[config.mk]
export PLATFORM = sky130hd
export DESIGN_NAME = reg_writeback
export DESIGN_NICKNAME = d
export VERILOG_FILES = /design/src/rtl/reg_writeback.sv
export SDC_FILE = /design/constraint.sdc
export NUM_CORES = 1
export LEC_CHECK = 0
export BUFFER_PORTS_ARGS = -buffer_cell sky130_fd_sc_hd__buf_4
export CORE_ASPECT_RATIO = 0.6
export CORE_MARGIN = 3
export CORE_UTILIZATION = 24
export DETAILED_ROUTE_END_ITERATION = 12
export HOLD_SLACK_MARGIN = 0.06
export PLACE_DENSITY = 0.45
export SKIP_LAST_GASP = 1
export SYNTH_ARGS = -nofsm -noshare
export SYNTH_HDL_FRONTEND = slang
export SYNTH_SLANG_ARGS = --single-unit
[constraint.sdc]
create_clock -name clk -period 1.82 [get_ports clk]
set_input_delay 0.182 -clock clk [delete_from_list [all_inputs] [get_ports clk]]
set_output_delay 0.182 -clock clk [all_outputs]
set_load 0.1 [all_outputs]
[src/rtl/reg_writeback.sv]
// reg_writeback: writeback arbiter and destination scoreboard for a
// 2**AW-entry register file.
//
// Two producers (ALU = source 0, LSU = source 1) each hand results over a
// valid/ready handshake into a one-entry hold buffer. Buffered results are
// arbitrated round-robin onto a registered write port. A per-register
// scoreboard tracks destinations that have been issued but not yet written
// back, so the issue stage can stall on read-after-write hazards.
//
// Optional feature, macro WB_BYPASS_EN: adds fwd_a/fwd_b forwarding outputs
// that present the data being committed this cycle. When it is enabled, the
// commit-cycle term is dropped from busy_a/busy_b. The default build (macro
// undefined) has no forwarding ports.
module reg_writeback #(
    parameter int XLEN = 32,
    parameter int AW   = 5
) (
    input  logic            clk,
    input  logic            reset,
    input  logic            run,
    input  logic            issue_valid,
    input  logic [AW-1:0]   issue_rd,
    input  logic            alu_valid,
    output logic            alu_ready,
    input  logic [AW-1:0]   alu_rd,
    input  logic [XLEN-1:0] alu_data,
    input  logic            lsu_valid,
    output logic            lsu_ready,
    input  logic [AW-1:0]   lsu_rd,
    input  logic [XLEN-1:0] lsu_data,
    output logic [AW-1:0]   waddr,
    output logic [XLEN-1:0] wdata,
    output logic            reg_we,
    input  logic [AW-1:0]   query_a,
    input  logic [AW-1:0]   query_b,
    output logic            busy_a,
    output logic            busy_b,
`ifdef WB_BYPASS_EN
    output logic            fwd_a_valid,
    output logic [XLEN-1:0] fwd_a_data,
    output logic            fwd_b_valid,
    output logic [XLEN-1:0] fwd_b_data,
`endif
    output logic            idle
);

    localparam int NREG = 2 ** AW;
    localparam int NSRC = 2;

    // Producer inputs gathered into arrays (index 0 = ALU, 1 = LSU).
    logic [NSRC-1:0] in_valid;
    logic [AW-1:0]   in_rd   [NSRC];
    logic [XLEN-1:0] in_data [NSRC];
    logic [NSRC-1:0] in_ready;

    // Hold buffers, one entry per producer.
    logic [NSRC-1:0] hold_valid_q, hold_valid_d;
    logic [AW-1:0]   hold_rd_q   [NSRC];
    logic [AW-1:0]   hold_rd_d   [NSRC];
    logic [XLEN-1:0] hold_data_q [NSRC];
    logic [XLEN-1:0] hold_data_d [NSRC];

    // Round-robin pointer: 1 when the LSU was the most recent winner.
    // It resets to 0 so that the LSU wins the first contention.
    logic last_lsu_q, last_lsu_d;

    // Arbitration result for the current cycle.
    logic [NSRC-1:0] grant;
    logic            commit;
    logic [AW-1:0]   grant_rd;
    logic [XLEN-1:0] grant_data;

    // Registered write port.
    logic [AW-1:0]   waddr_q, waddr_d;
    logic [XLEN-1:0] wdata_q, wdata_d;
    logic            reg_we_q, reg_we_d;

    // Scoreboard of in-flight destinations.
    logic [NREG-1:0] scoreboard_q, scoreboard_d;
    logic [NREG-1:0] sb_set;
    logic [NREG-1:0] sb_clr;
    logic            issue_set;

    // Hazard lookup helpers.
    logic hit_a, hit_b;
    logic nz_a, nz_b;

    assign in_valid   = {lsu_valid, alu_valid};
    assign in_rd[0]   = alu_rd;
    assign in_rd[1]   = lsu_rd;
    assign in_data[0] = alu_data;
    assign in_data[1] = lsu_data;

    assign alu_ready  = in_ready[0];
    assign lsu_ready  = in_ready[1];

    // Round-robin grant between the two hold buffers, plus pointer update.
    always_comb begin
        grant      = '0;
        last_lsu_d = last_lsu_q;
        if (run) begin
            if (hold_valid_q[0] && hold_valid_q[1]) begin
                // Both contending: the source that did not win last time goes.
                if (last_lsu_q) begin
                    grant[0] = 1'b1;
                end else begin
                    grant[1] = 1'b1;
                end
            end else begin
                // Zero or one contender: it wins outright.
                grant = hold_valid_q;
            end
        end
        if (grant[1]) begin
            last_lsu_d = 1'b1;
        end else if (grant[0]) begin
            last_lsu_d = 1'b0;
        end
    end

    assign commit     = |grant;
    assign grant_rd   = grant[1] ? hold_rd_q[1]   : hold_rd_q[0];
    assign grant_data = grant[1] ? hold_data_q[1] : hold_data_q[0];

    // Hold-buffer handshake: a granted slot can be refilled in the same cycle,
    // and a result addressed to register 0 is accepted but dropped.
    always_comb begin
        for (int i = 0; i < NSRC; i++) begin
            in_ready[i]     = run & (~hold_valid_q[i] | grant[i]);
            hold_valid_d[i] = hold_valid_q[i] & ~grant[i];
            hold_rd_d[i]    = hold_rd_q[i];
            hold_data_d[i]  = hold_data_q[i];
            if (in_valid[i] && in_ready[i] && (in_rd[i] != '0)) begin
                hold_valid_d[i] = 1'b1;
                hold_rd_d[i]    = in_rd[i];
                hold_data_d[i]  = in_data[i];
            end
        end
    end

    // Write port: load the granted entry; the enable only follows a grant.
    always_comb begin
        waddr_d  = waddr_q;
        wdata_d  = wdata_q;
        reg_we_d = commit;
        if (commit) begin
            waddr_d = grant_rd;
            wdata_d = grant_data;
        end
    end

    // Issue is ignored while frozen; register 0 is never tracked.
    assign issue_set = run & issue_valid & (issue_rd != '0);

    // Per-register set/clear decode of the scoreboard.
    for (genvar gi = 0; gi < NREG; gi++) begin : g_sb
        assign sb_set[gi] = issue_set & (issue_rd == AW'(gi));
        assign sb_clr[gi] = commit & (grant_rd == AW'(gi));
    end

    // Scoreboard update: clear on commit, but a same-edge issue keeps it set.
    always_comb begin
        scoreboard_d = (scoreboard_q & ~sb_clr) | sb_set;
    end

    // All state registers, synchronous active-low reset.
    always_ff @(posedge clk) begin
        if (!reset) begin
            hold_valid_q <= '0;
            for (int i = 0; i < NSRC; i++) begin
                hold_rd_q[i]   <= '0;
                hold_data_q[i] <= '0;
            end
            last_lsu_q   <= 1'b0;
            waddr_q      <= '0;
            wdata_q      <= '0;
            reg_we_q     <= 1'b0;
            scoreboard_q <= '0;
        end else begin
            hold_valid_q <= hold_valid_d;
            for (int i = 0; i < NSRC; i++) begin
                hold_rd_q[i]   <= hold_rd_d[i];
                hold_data_q[i] <= hold_data_d[i];
            end
            last_lsu_q   <= last_lsu_d;
            waddr_q      <= waddr_d;
            wdata_q      <= wdata_d;
            reg_we_q     <= reg_we_d;
            scoreboard_q <= scoreboard_d;
        end
    end

    assign waddr  = waddr_q;
    assign wdata  = wdata_q;
    assign reg_we = reg_we_q;

    // A query matches the write currently on the port (not yet in the file).
    assign hit_a = reg_we_q & (waddr_q == query_a);
    assign hit_b = reg_we_q & (waddr_q == query_b);
    assign nz_a  = (query_a != '0);
    assign nz_b  = (query_b != '0);

`ifdef WB_BYPASS_EN
    // Readers forward the committing value instead of stalling on it.
    assign busy_a      = scoreboard_q[query_a] & nz_a;
    assign busy_b      = scoreboard_q[query_b] & nz_b;
    assign fwd_a_valid = hit_a & nz_a;
    assign fwd_b_valid = hit_b & nz_b;
    assign fwd_a_data  = wdata_q;
    assign fwd_b_data  = wdata_q;
`else
    // The commit cycle still counts as busy: the file has not been written.
    assign busy_a = (scoreboard_q[query_a] | hit_a) & nz_a;
    assign busy_b = (scoreboard_q[query_b] | hit_b) & nz_b;
`endif

    assign idle = ~(|hold_valid_q) & ~(|scoreboard_q) & ~reg_we_q;

endmodule

## Yosys cells after proc, flatten, opt, wreduce, memory -nomap -nowiden

Memories as Yosys holds them, arrays and structs flattened.
Cells that the tools add are included.

| word-level totals | value |
|---|---|
| bits in latches | 0 |
| word-level logic and storage cells | 208 |
| bits in writable memories | 74 |
| memories | 2 |
| register bits after elaboration | 73 |
| input bits | 95 |
| output and inout bits | 43 |
| memory bits (read-only) | 0 |

| operators by class | value |
|---|---|
| add/subtract/negate cells | 0 |
| equal/unequal tests | 64 |
| div/mod/pow operators | 0 |
| reduce and logical (&&, ||, !) cells | 16 |
| shift operators | 0 |
| $lt $le $gt $ge | 2 |
| bitwise gates (word level) | 94 |
| multipliers | 0 |
| mux-type cells | 24 |

Memory list:

| name | words | bits a word | rd ports | clocked after memory_dff | write ports | RTL line | source |
|---|---|---|---|---|---|---|---|
| hold_data_q | 2 | 32 | 2 | 0 | 2 | 60 | `logic [XLEN-1:0] hold_data_q [NSRC];` |
| hold_rd_q | 2 | 5 | 2 | 0 | 2 | 58 | `logic [AW-1:0] hold_rd_q [NSRC];` |

Operator list:

| kind | count |
|---|---|
| equality test 5 bit, second input constant | 32 |
| 2-to-1 mux 32 bit | 5 |
| equality test 5 x 4 -> 1 bit, second input constant | 16 |
| bitwise AND 1 bit | 76 |
| equality test 5 x 3 -> 1 bit, second input constant | 8 |
| bitwise AND 32 bit | 1 |
| inverter 32 bit | 1 |
| OR 32 bit | 1 |
| OR reduction 32 bit | 1 |
| 2-to-1 mux 5 bit | 5 |
| nonzero test 5 bit | 5 |
| equality test 5 x 2 -> 1 bit, second input constant | 4 |
| less-than comparator 5 x 6 -> 1 bit, second input constant | 2 |
| binary-select mux 1 bit (select 5 bit) | 2 |
| equality test 5 x 1 -> 1 bit, second input constant | 2 |
| equality test 5 bit | 2 |
| logical NOT 5 bit | 2 |
| 2-to-1 mux 1 bit | 10 |
| OR 1 bit | 8 |
| inverter 1 bit | 7 |
| logical AND 1 bit | 5 |
| 2-to-1 mux 2 bit | 2 |
| OR reduction 2 bit | 2 |
| nonzero test 2 bit | 1 |

## Longest topological paths before layout

Gate-level depths: netlist of run 1.

| logic depth | value |
|---|---|
| depth after elaboration | 9 |
| gate-level depth with buffers | 9 |
| mapped depth without buffers | 5 |

## Worst setup path before layout of run 1

Ideal clock, no wire load.

| timing path | value |
|---|---|
| kind | reg-to-output |
| from | reg waddr_q[0], in the netlist waddr[0] |
| to | out busy_b |
| path buffers | 0 |
| data required time | 1,638 ps |
| cell stages (with the launch flop) | 6 |
| data arrival time | 4,032 ps |
| setup slack | -2,394 ps |
| path through | dfxtp_1 -> xor2_1 -> nor4_1 -> nand3_1 -> and4b_1 -> a211oi_1 |

| on the way | value |
|---|---|
| word-level cells in the longest chain between the ends | 4 |

RTL lines:

| what | RTL line | source |
|---|---|---|
| from (decl) | 74 | `logic [AW-1:0] waddr_q, waddr_d;` |
| from (signal assigned) | 186 | `waddr_q <= waddr_d;` |
| equality test 5 bit | 199 | `assign hit_b = reg_we_q & (waddr_q == query_b);` |
| bitwise AND 1 bit | 199 |  |
| OR 1 bit | 214 | `assign busy_b = (scoreboard_q[query_b] \| hit_b) & nz_b;` |
| bitwise AND 1 bit | 214 |  |
| to (decl) | 37 | `output logic busy_b,` |

No other way between the ends.

## Final worst setup path of run 1

| timing path | value |
|---|---|
| from | reg scoreboard_q[3] |
| to | out busy_a |

| on the way | value |
|---|---|
| word-level cells in the longest chain between the ends | 4 |

RTL lines:

| what | RTL line | source |
|---|---|---|
| from (decl) | 79 | `logic [NREG-1:0] scoreboard_q, scoreboard_d;` |
| from (signal assigned) | 189 | `scoreboard_q <= scoreboard_d;` |
| binary-select mux 1 bit (select 5 bit) | 213 | `assign busy_a = (scoreboard_q[query_a] \| hit_a) & nz_a;` |
| 2-to-1 mux 1 bit (implied by the code) | 213 |  |
| OR 1 bit | 213 |  |
| bitwise AND 1 bit | 213 |  |
| to (decl) | 36 | `output logic busy_a,` |

No other way between the ends. The select of a mux whose other input is x is not followed.

==> results of run 1 <==
[registers in the layout (all words and copies together), names as in the netlist]
signal,count
waddr,5
hold_rd_q,10
reg_we,1
scoreboard_q,32
wdata,32
hold_data_q,64
hold_valid_q,2
last_lsu_q,1
[area by class of cell]
class,instances,area (um2)
fillers,2908,17380
multi-input cells,610,4055
flip-flops and latches,147,3000
repair buffers,302,2695
well taps,392,490.5
clock buffers,18,439.2
clock inverters,14,198.9
inverters,6,22.52
[repair_timing]
item                       CTS  global route
cloned                       0             2
setup endpoints to repair   15            31
hold endpoints to repair    74             0
hold buffers                74             0
gates resized for setup     46            64
buffers inserted             4             4
pin swaps                   11            32
[per-stage QoR]
stage               std cells  instance area (um2)  utilization [%]  hold WS, ns
detailed placement       1375                 9102            32.18       0.4469
finish                   1489                10900            38.54      0.09032
global placement         1375                 9102            32.18       0.4436
global route             1489                10900            38.54      0.09931
CTS                      1485                10700            37.81      0.07011
floorplan                 824                 7148                -       0.3168
[per-layer routing]
metal	GRT usage (%)	vias up	wire, um
met5	0	-	0
met3	5.141	16	1538
met4	3.298	0	177
met1	25.85	3383	13960
met2	22.16	147	10630
li1	-	3450	-
[critical path, stage by stage (launching register included)]
cell,delay (ns)
dfxtp_2,0.33
mux4_2,0.48
mux2i_2,0.20
nor2_1,0.08
a2111oi_2,0.29
buf_4,0.18
a211oi_4,0.04
buf_12,0.17
[power by group]
| part | internal (mW) | switching, mW |
|---|---|---|
| logic | 0.729 | 1.15 |
| clock network | 2.35 | 1.55 |
| registers | 3.36 | 0.110 |
| total | 6.44 | 2.80 |
[cell families (layout without fill, tap and decap cells)]
family	after synthesis	count (layout)	share of synthesized area, %
DFF	147	147	41.60
AOI/OAI and AO/OA	217	217	23.28
buffers and inverters	67	340	4.669
xor gates and xnor gates	10	10	1.238
and+or+nand+nor	358	358	22.55
muxes	25	25	6.668
[placed cells by master (no fill, tap or decap), drive strengths merged, types with 13 or more instances in the layout]
master       synthesis  final
a21boi             105    105
buf                 34    226
clkbuf              27     20
dfxtp              147    147
dlygate4sd3          0     72
mux4                14     14
nand2              221    221
nand3               74     74
nor4                13     13
o211a               37     37
o21ai               40     40
[path summary, 6_finish.rpt]
kind                                                 startpoint                              end  slack [ns]  cells after the start
worst max-delay path                 scoreboard_q[3]$_SDFF_PN0_                           busy_a       -0.57                      7
worst min-delay path                                issue_rd[0]      scoreboard_q[16]$_SDFF_PN0_        0.09                      4
worst max register to register       hold_valid_q[1]$_SDFF_PN0_      scoreboard_q[27]$_SDFF_PN0_        0.05                      7
worst min register to register  hold_data_q[0][34]$_SDFFE_PN0P_  hold_data_q[0][34]$_SDFFE_PN0P_        0.45                      2
==> impl_results.md, run 1 <==
- Status: complete, but fails checks
- Failing checks: negative setup slack
- Layout Skew: 0.009587 ns
- Initial antenna violation count: 0
- Synth area leader: dfxtp_1
- Place WS: -0.3260 ns
- Pwr dens: 847.8 mW/mm2
- CP Class: reg2out
- Synth top cells by count: nand2_1 (220), dfxtp_1 (147), a21boi_0 (87), nand3_1 (74), o21ai_0 (38)
- Routed WL: 26,300 um
- Die Area: 0.03164 mm2
- Clk buf depth: 2
- IO Pins: 138
- CP Launch Type: flop
- Layout Area Growth over Synthesis: 54.10%
- Fin crit share: 131.5%
- Fraction of layout cells with a size suffix above 1: 31.27%
- Pre-antenna DRT Iters: 7
- Pwr Total: 9.242 mW
- Die Y: 139.0 um
- Slew HR: 66.97%
- Die width: 227.6 um
- Final TNS setup: -1.234 ns
- Mapped Area: 0.007074 mm2
- CTS clk-pin slew, worst paths: 0.07 ns
- Initial Util: 25.01%
- Final Hold Fails: 0
- Hpwl dp: 18,030 um
- DRC: 0
- FMAX: 418.0 MHz
- Sequential fraction of the synthesis area: 41.60%
- First-pass GRT wire length: 40,300 um
- Most frequent cell after synthesis: nand2_1
- Maxcap violations: 0
- CP Data Required Time: 1.64 ns
- Top cell type's share of synthesized area: 41.60%
- CTS tree: done
- TritonCTS Buffers: 17
- Post-synth ARST share: 0%
- HP Class: in2reg
- Crit path max fanout: 2
- Period minus WS final: 2.393 ns
- CP arrival: 2.21 ns
- PortBufs: 137
- Final nets: 1,179
- Worst-Skew Late Latency: 0.45 ns
- Synth Instances: 824
- CTS Sinks: 147
- Antenna Nets Post-Route: 0
- Routed WL per cell: 17.67 um
- RSZ-0062 raised after global routing: true
- Synth top area cells: dfxtp_1 (42%), nand2_1 (12%), a21boi_0 (9.2%)
- Synth warn: 0
- Vias: 6,996
- Post-synth top flop: dfxtp_1
- PnR worst setup slack: -0.5726 ns
- Remaining Overflow, GRT: 0
- Pin count of the biggest net entering global routing: 77
- Number of flops mapped to enable cells by yosys: 0
- Core Region: 0.02829 mm2
- Vias in the first global route: 6,810
- Final setup fails: 5
- Syn Area/Cell: 8.585 um2
- Initial drt markers: 425
- Worst-Margin Slew: 0.4943 ns
- Row Count: 47
- Lkg Pwr: 4.590 nW
- Post-DR vias/cell: 4.698
- Slew Limit Fails: 0
- Final Wtd Congestion: 0.8338
- Mapped Nets: 919
- Synth unique cells: 53
- Root Buffer: clkbuf_16
- Synthesized flop and latch total: 147
- Overall routing resource usage: 16.64%
- ANT cells: 0
- H-tree lvl count: 4
- Crit path capture type: output port
- Maximum vdd drop: 0.0005496 V
Power figures use the tool's default switching activity.
==> run 2, diff against run 1 <==
- CORE_ASPECT_RATIO: 0.6 -> not set
==> run 2 against run 1 <==
  * The flow still finishes with violations (negative setup slack)
  * Total power fell by 7.0%
  * Worst setup slack gained 0.072 ns
  * Routed wire length is 9.5% lower
  * Largest power group is now registers
==> impl_results.md, run 2 (synthesis gave the netlist of run 1 again) <==
- CTS tree: done
- Routed WL per cell: 16.11 um (-8.8%)
- FMAX: 430.8 MHz (+3.1%)
- M1 GR Usage: 20.34% (-5.5 points)
- Maxcap violations: 0 (unchanged)
- ANT cells: 0 (unchanged)
- Fin crit share: 127.5% (-3.9 points)
- Clk buf depth: 2 (unchanged)
- Slew Limit Fails: 0 (unchanged)
- Remaining Overflow, GRT: 0 (unchanged)
- Final Wtd Congestion: 0.7903 (-5.2%)
- Worst-Margin Slew: 0.6287 ns (+0.1344 ns)
- First-pass GRT wire length: 37,230 um (-7.6%)
- GR met3 Demand/Resource: 3.252% (-1.9 points)
- Pin count of the biggest net entering global routing: 54 (-30%)
- Most frequent cells in the layout: nand2_1 (220), buf_4 (211), dfxtp_1 (134)
- Crit path capture type: output port
- Initial drt markers: 347 (-18%)
- Die Area: 0.03157 mm2 (-0.22%)
- Most Crowded Layer GR: met2
- Die width: 177.7 um (-22%)
- Lkg Pwr: 4.469 nW (-2.6%)
- Routed WL: 23,810 um (-9.5%)
- TritonCTS Buffers: 17 (unchanged)
- Net Sw Frac: 32.02% (+1.7 points)
- Gate power share: 21.1% (+0.8 points)
- Maximum vdd drop: 0.0006869 V (+25%)
- Slowest cell on the critical path: mux4_2
- Root Buffer: clkbuf_16
- Core Region: 0.02886 mm2 (+2.0%)
- CP Data Required Time: 1.64 ns (about the same)
- Pwr dens: 811.1 mW/mm2 (-4.3%)
- Final TNS setup: -1.141 ns (+0.09303 ns)
- CP Class: reg2out
- Final Hold Fails: 0 (unchanged)
- Pre-antenna DRT Iters: 4 (-3)
- Initial Util: 24.51% (-0.50 points)
- Largest register FFs: 64 (unchanged)
- DRC: 0 (unchanged)
- Vias in the first global route: 6,710 (-1.5%)
- HP Class: in2reg
- Final setup fails: 3 (-2)
- Initial antenna violation count: 0 (unchanged)
- Most common cell after layout, fill and taps aside: nand2_1
- H-tree lvl count: 4 (unchanged)
- CP arrival: 2.14 ns (-0.07 ns)
- IO Pins: 138 (unchanged)
- Status: complete, but fails checks
- Finished Core Util: 36.74% (-1.8 points)
- Final nets: 1,177 (-0.17%)
- Period minus WS final: 2.321 ns (-0.07154 ns)
- Post-DR vias/cell: 4.621 (-1.6%)
- Fraction of layout cells with a size suffix above 1: 28.98% (-2.3 points)
- Sequential Area: 0.002974 mm2 (-0.88%)
- CTS clk-pin slew, worst paths: 0.07 ns (about the same)
- Cell internal pwr: 5.846 mW (-9.2%)
- Clock power frac: 38.5% (-3.6 points)
- Vias: 6,830 (-2.4%)
- PnR worst setup slack: -0.5011 ns (+0.07154 ns)
- Place WS: -0.2958 ns (+0.03011 ns)
- Failing checks: negative setup slack
- Die Y: 177.7 um (+28%)
- Slew HR: 57.99% (-9.0 points)
- Worst-Skew Late Latency: 0.43 ns (-0.02 ns)
- Slowest stage delay, CP: 0.46 ns (-0.02 ns)
- Layout Skew: 0.01456 ns (+0.004972 ns)
- CP Buf/Inv Count: 2 (unchanged)
- Row Count: 62 (+32%)
- Fraction of power consumed by sequential logic: 40.4% (+2.8 points)
- Top reg by flops: hold_data_q
- Crit path max fanout: 3 (+1)
- CP Launch Type: flop
- PortBufs: 137 (unchanged)
- Delay-heaviest family, CP: multiplexers
- Antenna Nets Post-Route: 0 (unchanged)
- Layout Area Growth over Synthesis: 49.88%
- CTS Sinks: 147 (unchanged)
- Overall routing resource usage: 14.99% (-1.6 points)
- Net Switching: 2.754 mW (-1.7%)
- Pwr Total: 8.600 mW (-7.0%)
- Cells along the critical path: mux4_2 > mux2i_1 > nor2_1 > a2111oi_2 > buf_4 > a211oi_4 > buf_12
- Hpwl dp: 16,800 um (-6.8%)
- RSZ-0062 raised after global routing: true
- Filler cell count: 3,077 (+5.8%)
- M2 GR Usage: 24.41% (+2.3 points)
- Area of the multi-input gates: 0.003991 mm2 (-1.6%)
==> run 2: cell count changes in the layout (fill, tap and decap cells not counted), sizes merged <==
cell,change
clkbuf,-3
bufinv,-4
dlygate4sd3,+1
inv,+5
clkinvlp,+1
buf,+1
clkinv,-2
dlymetal6s4s,-2
==> run 2: worst paths after layout <==
kind                                    from                         endpoint  slack, ns  cells past startpoint
min                             alu_data[22]  hold_data_q[0][22]$_SDFFE_PN0P_       0.07                      3
max               scoreboard_q[8]$_SDFF_PN0_                           busy_a      -0.50                      7
min reg2reg  hold_data_q[0][59]$_SDFFE_PN0P_  hold_data_q[0][59]$_SDFFE_PN0P_       0.45                      2
max reg2reg       hold_valid_q[1]$_SDFF_PN0_      scoreboard_q[17]$_SDFF_PN0_       0.16                      7
==> run 2: routing by layer <==
layer,part of all wire (%),vias up
met5,0,-
met1,49,3254
met2,47,131
met3,4.1,15
met4,0.82,0
li1,-,3430
==> run 2: metrics by stage <==
stage,hold WS [ns],std cells,cell area (um2)
final,0.07172,1478,10600
after global routing,0.06815,1478,10600
after floorplan,0.3168,824,7148
after global placement,0.4362,1368,9097
after detailed placement,0.4449,1368,9097
after CTS,0.06456,1472,10460
==> run 2: tightest hold or removal path: cells and delay by family <==
kind,cells,cell delay [ns]
compound gates,1,0.08
buf+inv,1,0.11
simple gates,1,0.07
==> run 2: layout make-up <==
class	count	area share, %
Multi-Input combinational cell	610	37.64
Clock inverter	14	1.074
Timing Repair Buffer	300	24.47
Tap cell	384	4.531
Clock buffer	17	4.012
Sequential cell	147	28.05
Inverter	6	0.2124
==> run 2: timing repair <==
action	CTS	global route
gates resized for setup	24	24
buffers inserted	0	6
endpoints found under the hold margin	73	0
hold buffers	73	0
pin swaps	6	9
endpoints found under the setup margin	5	64
gates cloned	0	0
==> run 2: power by group through the flow <==
stage | combinational (mW) | clock, mW | sequential [mW]
6_report | 1.82 | 3.31 | 3.47
2_1_floorplan | 0.633 | 0 | 3.95
5_1_grt | 1.94 | 3.53 | 3.49
4_1_cts | 1.81 | 3.42 | 3.47
3_5_place_dp | 1.65 | 0 | 3.54
3_3_place_gp | 1.65 | 0 | 3.54
==> run 3, diff against run 2 <==
- SLEW_MARGIN: not set -> 20
- clock period: 1.82 -> 2.7 ns (I/O delays scaled with it)
==> run 3 against run 2 <==
  * The run now ends clean
  * Worst setup slack better by 0.64 ns
  * Final cell count shrank 9.7%
  * Clock power fell by 24%
  * Highest routed layer unchanged
  * Design area shrank 13%
  * Non-clock buffer count down 144
  * Total power decreased by 31%
==> impl_results.md, run 3 (synthesis gave the netlist of run 1 again) <==
- Net Sw Frac: 30.11% (-1.9 points)
- ANT cells: 0 (unchanged)
- Cell internal pwr: 4.123 mW (-29%)
- DRC: 0 (unchanged)
- Gate power share: 17.5% (-3.6 points)
- WHS: 0.09294 ns (+0.02122 ns)
- Initial antenna violation count: 0 (unchanged)
- Initial Util: 24.51% (unchanged)
- Worst-Skew Late Latency: 0.42 ns (about the same)
- Post-DR vias/cell: 4.699 (+1.7%)
- CTS clk-pin slew, worst paths: 0.07 ns (about the same)
- TritonCTS Buffers: 17 (unchanged)
- Largest register FFs: 64 (unchanged)
- Layout Area Growth over Synthesis: 29.75%
- Final nets: 1,033 (-12%)
- Most common cell after layout, fill and taps aside: nand2_1
- Status: completed
- Fraction of layout cells with a size suffix above 1: 23.34% (-5.6 points)
- Slew HR: 61.89% (+3.9 points)
- CP Launch Type: flop
- Period minus WS final: 2.565 ns
- Top reg by flops: hold_data_q
- Remaining Overflow, GRT: 0 (unchanged)
- Layout Skew: 0.01188 ns (-0.002681 ns)
- FMAX: 389.9 MHz
- HP Class: in2reg
- Worst-Margin Slew: 0.5606 ns (-0.06812 ns)
- CP Class: reg2out
- First-pass GRT wire length: 34,930 um (-6.2%)
- Fin crit share: 94.99%
- Most frequent cells in the layout: nand2_1 (220), buf_4 (151), dfxtp_1 (142)
- Vias: 6,273 (-8.2%)
- PortBufs: 137 (unchanged)
- CP arrival: 2.29 ns (+0.15 ns)
- RSZ-0062 raised after global routing: false
- H-tree lvl count: 4 (unchanged)
- Pwr dens: 642.7 mW/mm2 (-21%)
- Die width: 177.7 um (unchanged)
- Maxcap violations: 0 (unchanged)
- Final Hold Fails: 0 (unchanged)
- Fraction of power consumed by sequential logic: 39.7% (-0.7 points)
- Die Area: 0.03157 mm2 (unchanged)
- Initial drt markers: 276 (-20%)
- CTS Sinks: 147 (unchanged)
- Core Region: 0.02886 mm2 (unchanged)
- Clock power frac: 42.8% (+4.3 points)
- Row Count: 62 (unchanged)
- Net Switching: 1.776 mW (-36%)
- Pwr Total: 5.899 mW (-31%)
- IO Pins: 138 (unchanged)
- Hpwl dp: 15,880 um (-5.5%)
- Clk buf depth: 2 (unchanged)
- Root Buffer: clkbuf_16
- Routed WL: 22,520 um (-5.4%)
- Crit path max fanout: 4 (+1)
- CTS tree: done
- Vias in the first global route: 6,143 (-8.5%)
- Lkg Pwr: 3.777 nW (-15%)
- Die Y: 177.7 um (unchanged)
- Routed WL per cell: 16.87 um (+4.7%)
- Filler cell count: 3,125 (+1.6%)
- Crit path capture type: output port
- Pre-antenna DRT Iters: 4 (unchanged)
- Final setup fails: 0 (-3)
- Slew Limit Fails: 0 (unchanged)
- Pin count of the biggest net entering global routing: 54 (unchanged)
- Antenna Nets Post-Route: 0 (unchanged)
- Final Wtd Congestion: 0.7979 (+0.96%)
- CP Data Required Time: 2.43 ns (+0.79 ns)
- Overall routing resource usage: 14.18% (-0.81 points)
- Maximum vdd drop: 0.0003484 V (-49%)
- Hold-fix buffers at CTS: 0 (-100%)
## run 3: worst paths after layout
kind	start	end	slack [ns]	cells past startpoint
setup / recovery	scoreboard_q[14]$_SDFF_PN0_	busy_a	0.14	7
hold / removal	lsu_data[7]	hold_data_q[0][39]$_SDFFE_PN0P_	0.09	3
setup reg to reg	hold_valid_q[1]$_SDFF_PN0_	scoreboard_q[4]$_SDFF_PN0_	0.59	5
hold reg to reg	hold_data_q[0][59]$_SDFFE_PN0P_	hold_data_q[0][59]$_SDFFE_PN0P_	0.45	2
## run 3: worst max-delay path, cell delays in order, from the launching register on
cell and delay, ns:
dfxtp_1 0.36, mux4_1 0.50, nand2_1 0.07, o21ai_0 0.10, a2111oi_2 0.38, buf_4 0.18, a211oi_4 0.04, buf_4 0.25
## run 3: per-layer routing
metal | track usage [%] | up-vias | share of wire, %
met5 | 0 | - | 0
met4 | 2.356 | 0 | 0.64
met3 | 4.022 | 11 | 5.7
met2 | 22.50 | 139 | 45
met1 | 19.48 | 2975 | 48
li1 | - | 3148 | -
## run 3: timing repair
| item | CTS | global route |
|---|---|---|
| buffers inserted | 0 | 0 |
| resized for setup | 0 | 4 |
| setup endpoints to repair | 0 | 1 |
## run 3: power by group through the flow
stage | Clock, mW | Sequential (mW) | Combinational (mW)
after floorplan | 0 | 2.67 | 0.419
after detailed placement | 0 | 2.39 | 1.04
after CTS | 2.59 | 2.34 | 1.04
after global placement | 0 | 2.39 | 1.04
after global routing | 2.69 | 2.36 | 1.10
final | 2.52 | 2.34 | 1.03
## run 3: cell type report
type | instances | area (um2) | area share [%]
Multi-Input combinational cell | 610 | 3866 | 42.12
Sequential cell | 147 | 2949 | 32.13
Timing Repair Buffer | 156 | 1234 | 13.44
Tap cell | 384 | 480.5 | 5.234
Clock buffer | 19 | 452.9 | 4.935
Clock inverter | 13 | 173.9 | 1.895
Inverter | 6 | 22.52 | 0.2454
## run 3: through the flow
| stage | TNS, ns | instances | instance area (um2) | util, % | worst slack [ns] |
|---|---|---|---|---|---|
| after floorplan | -0.3259 | 824 | 7103 | - | -0.3259 |
| after global placement | 0 | 1303 | 8539 | 29.59 | 0.2644 |
| after detailed placement | 0 | 1303 | 8539 | 29.59 | 0.3314 |
| after CTS | 0 | 1335 | 9166 | 31.76 | 0.08666 |
| after global routing | 0 | 1335 | 9179 | 31.81 | 0.03398 |
| final | 0 | 1335 | 9179 | 31.81 | 0.1352 |
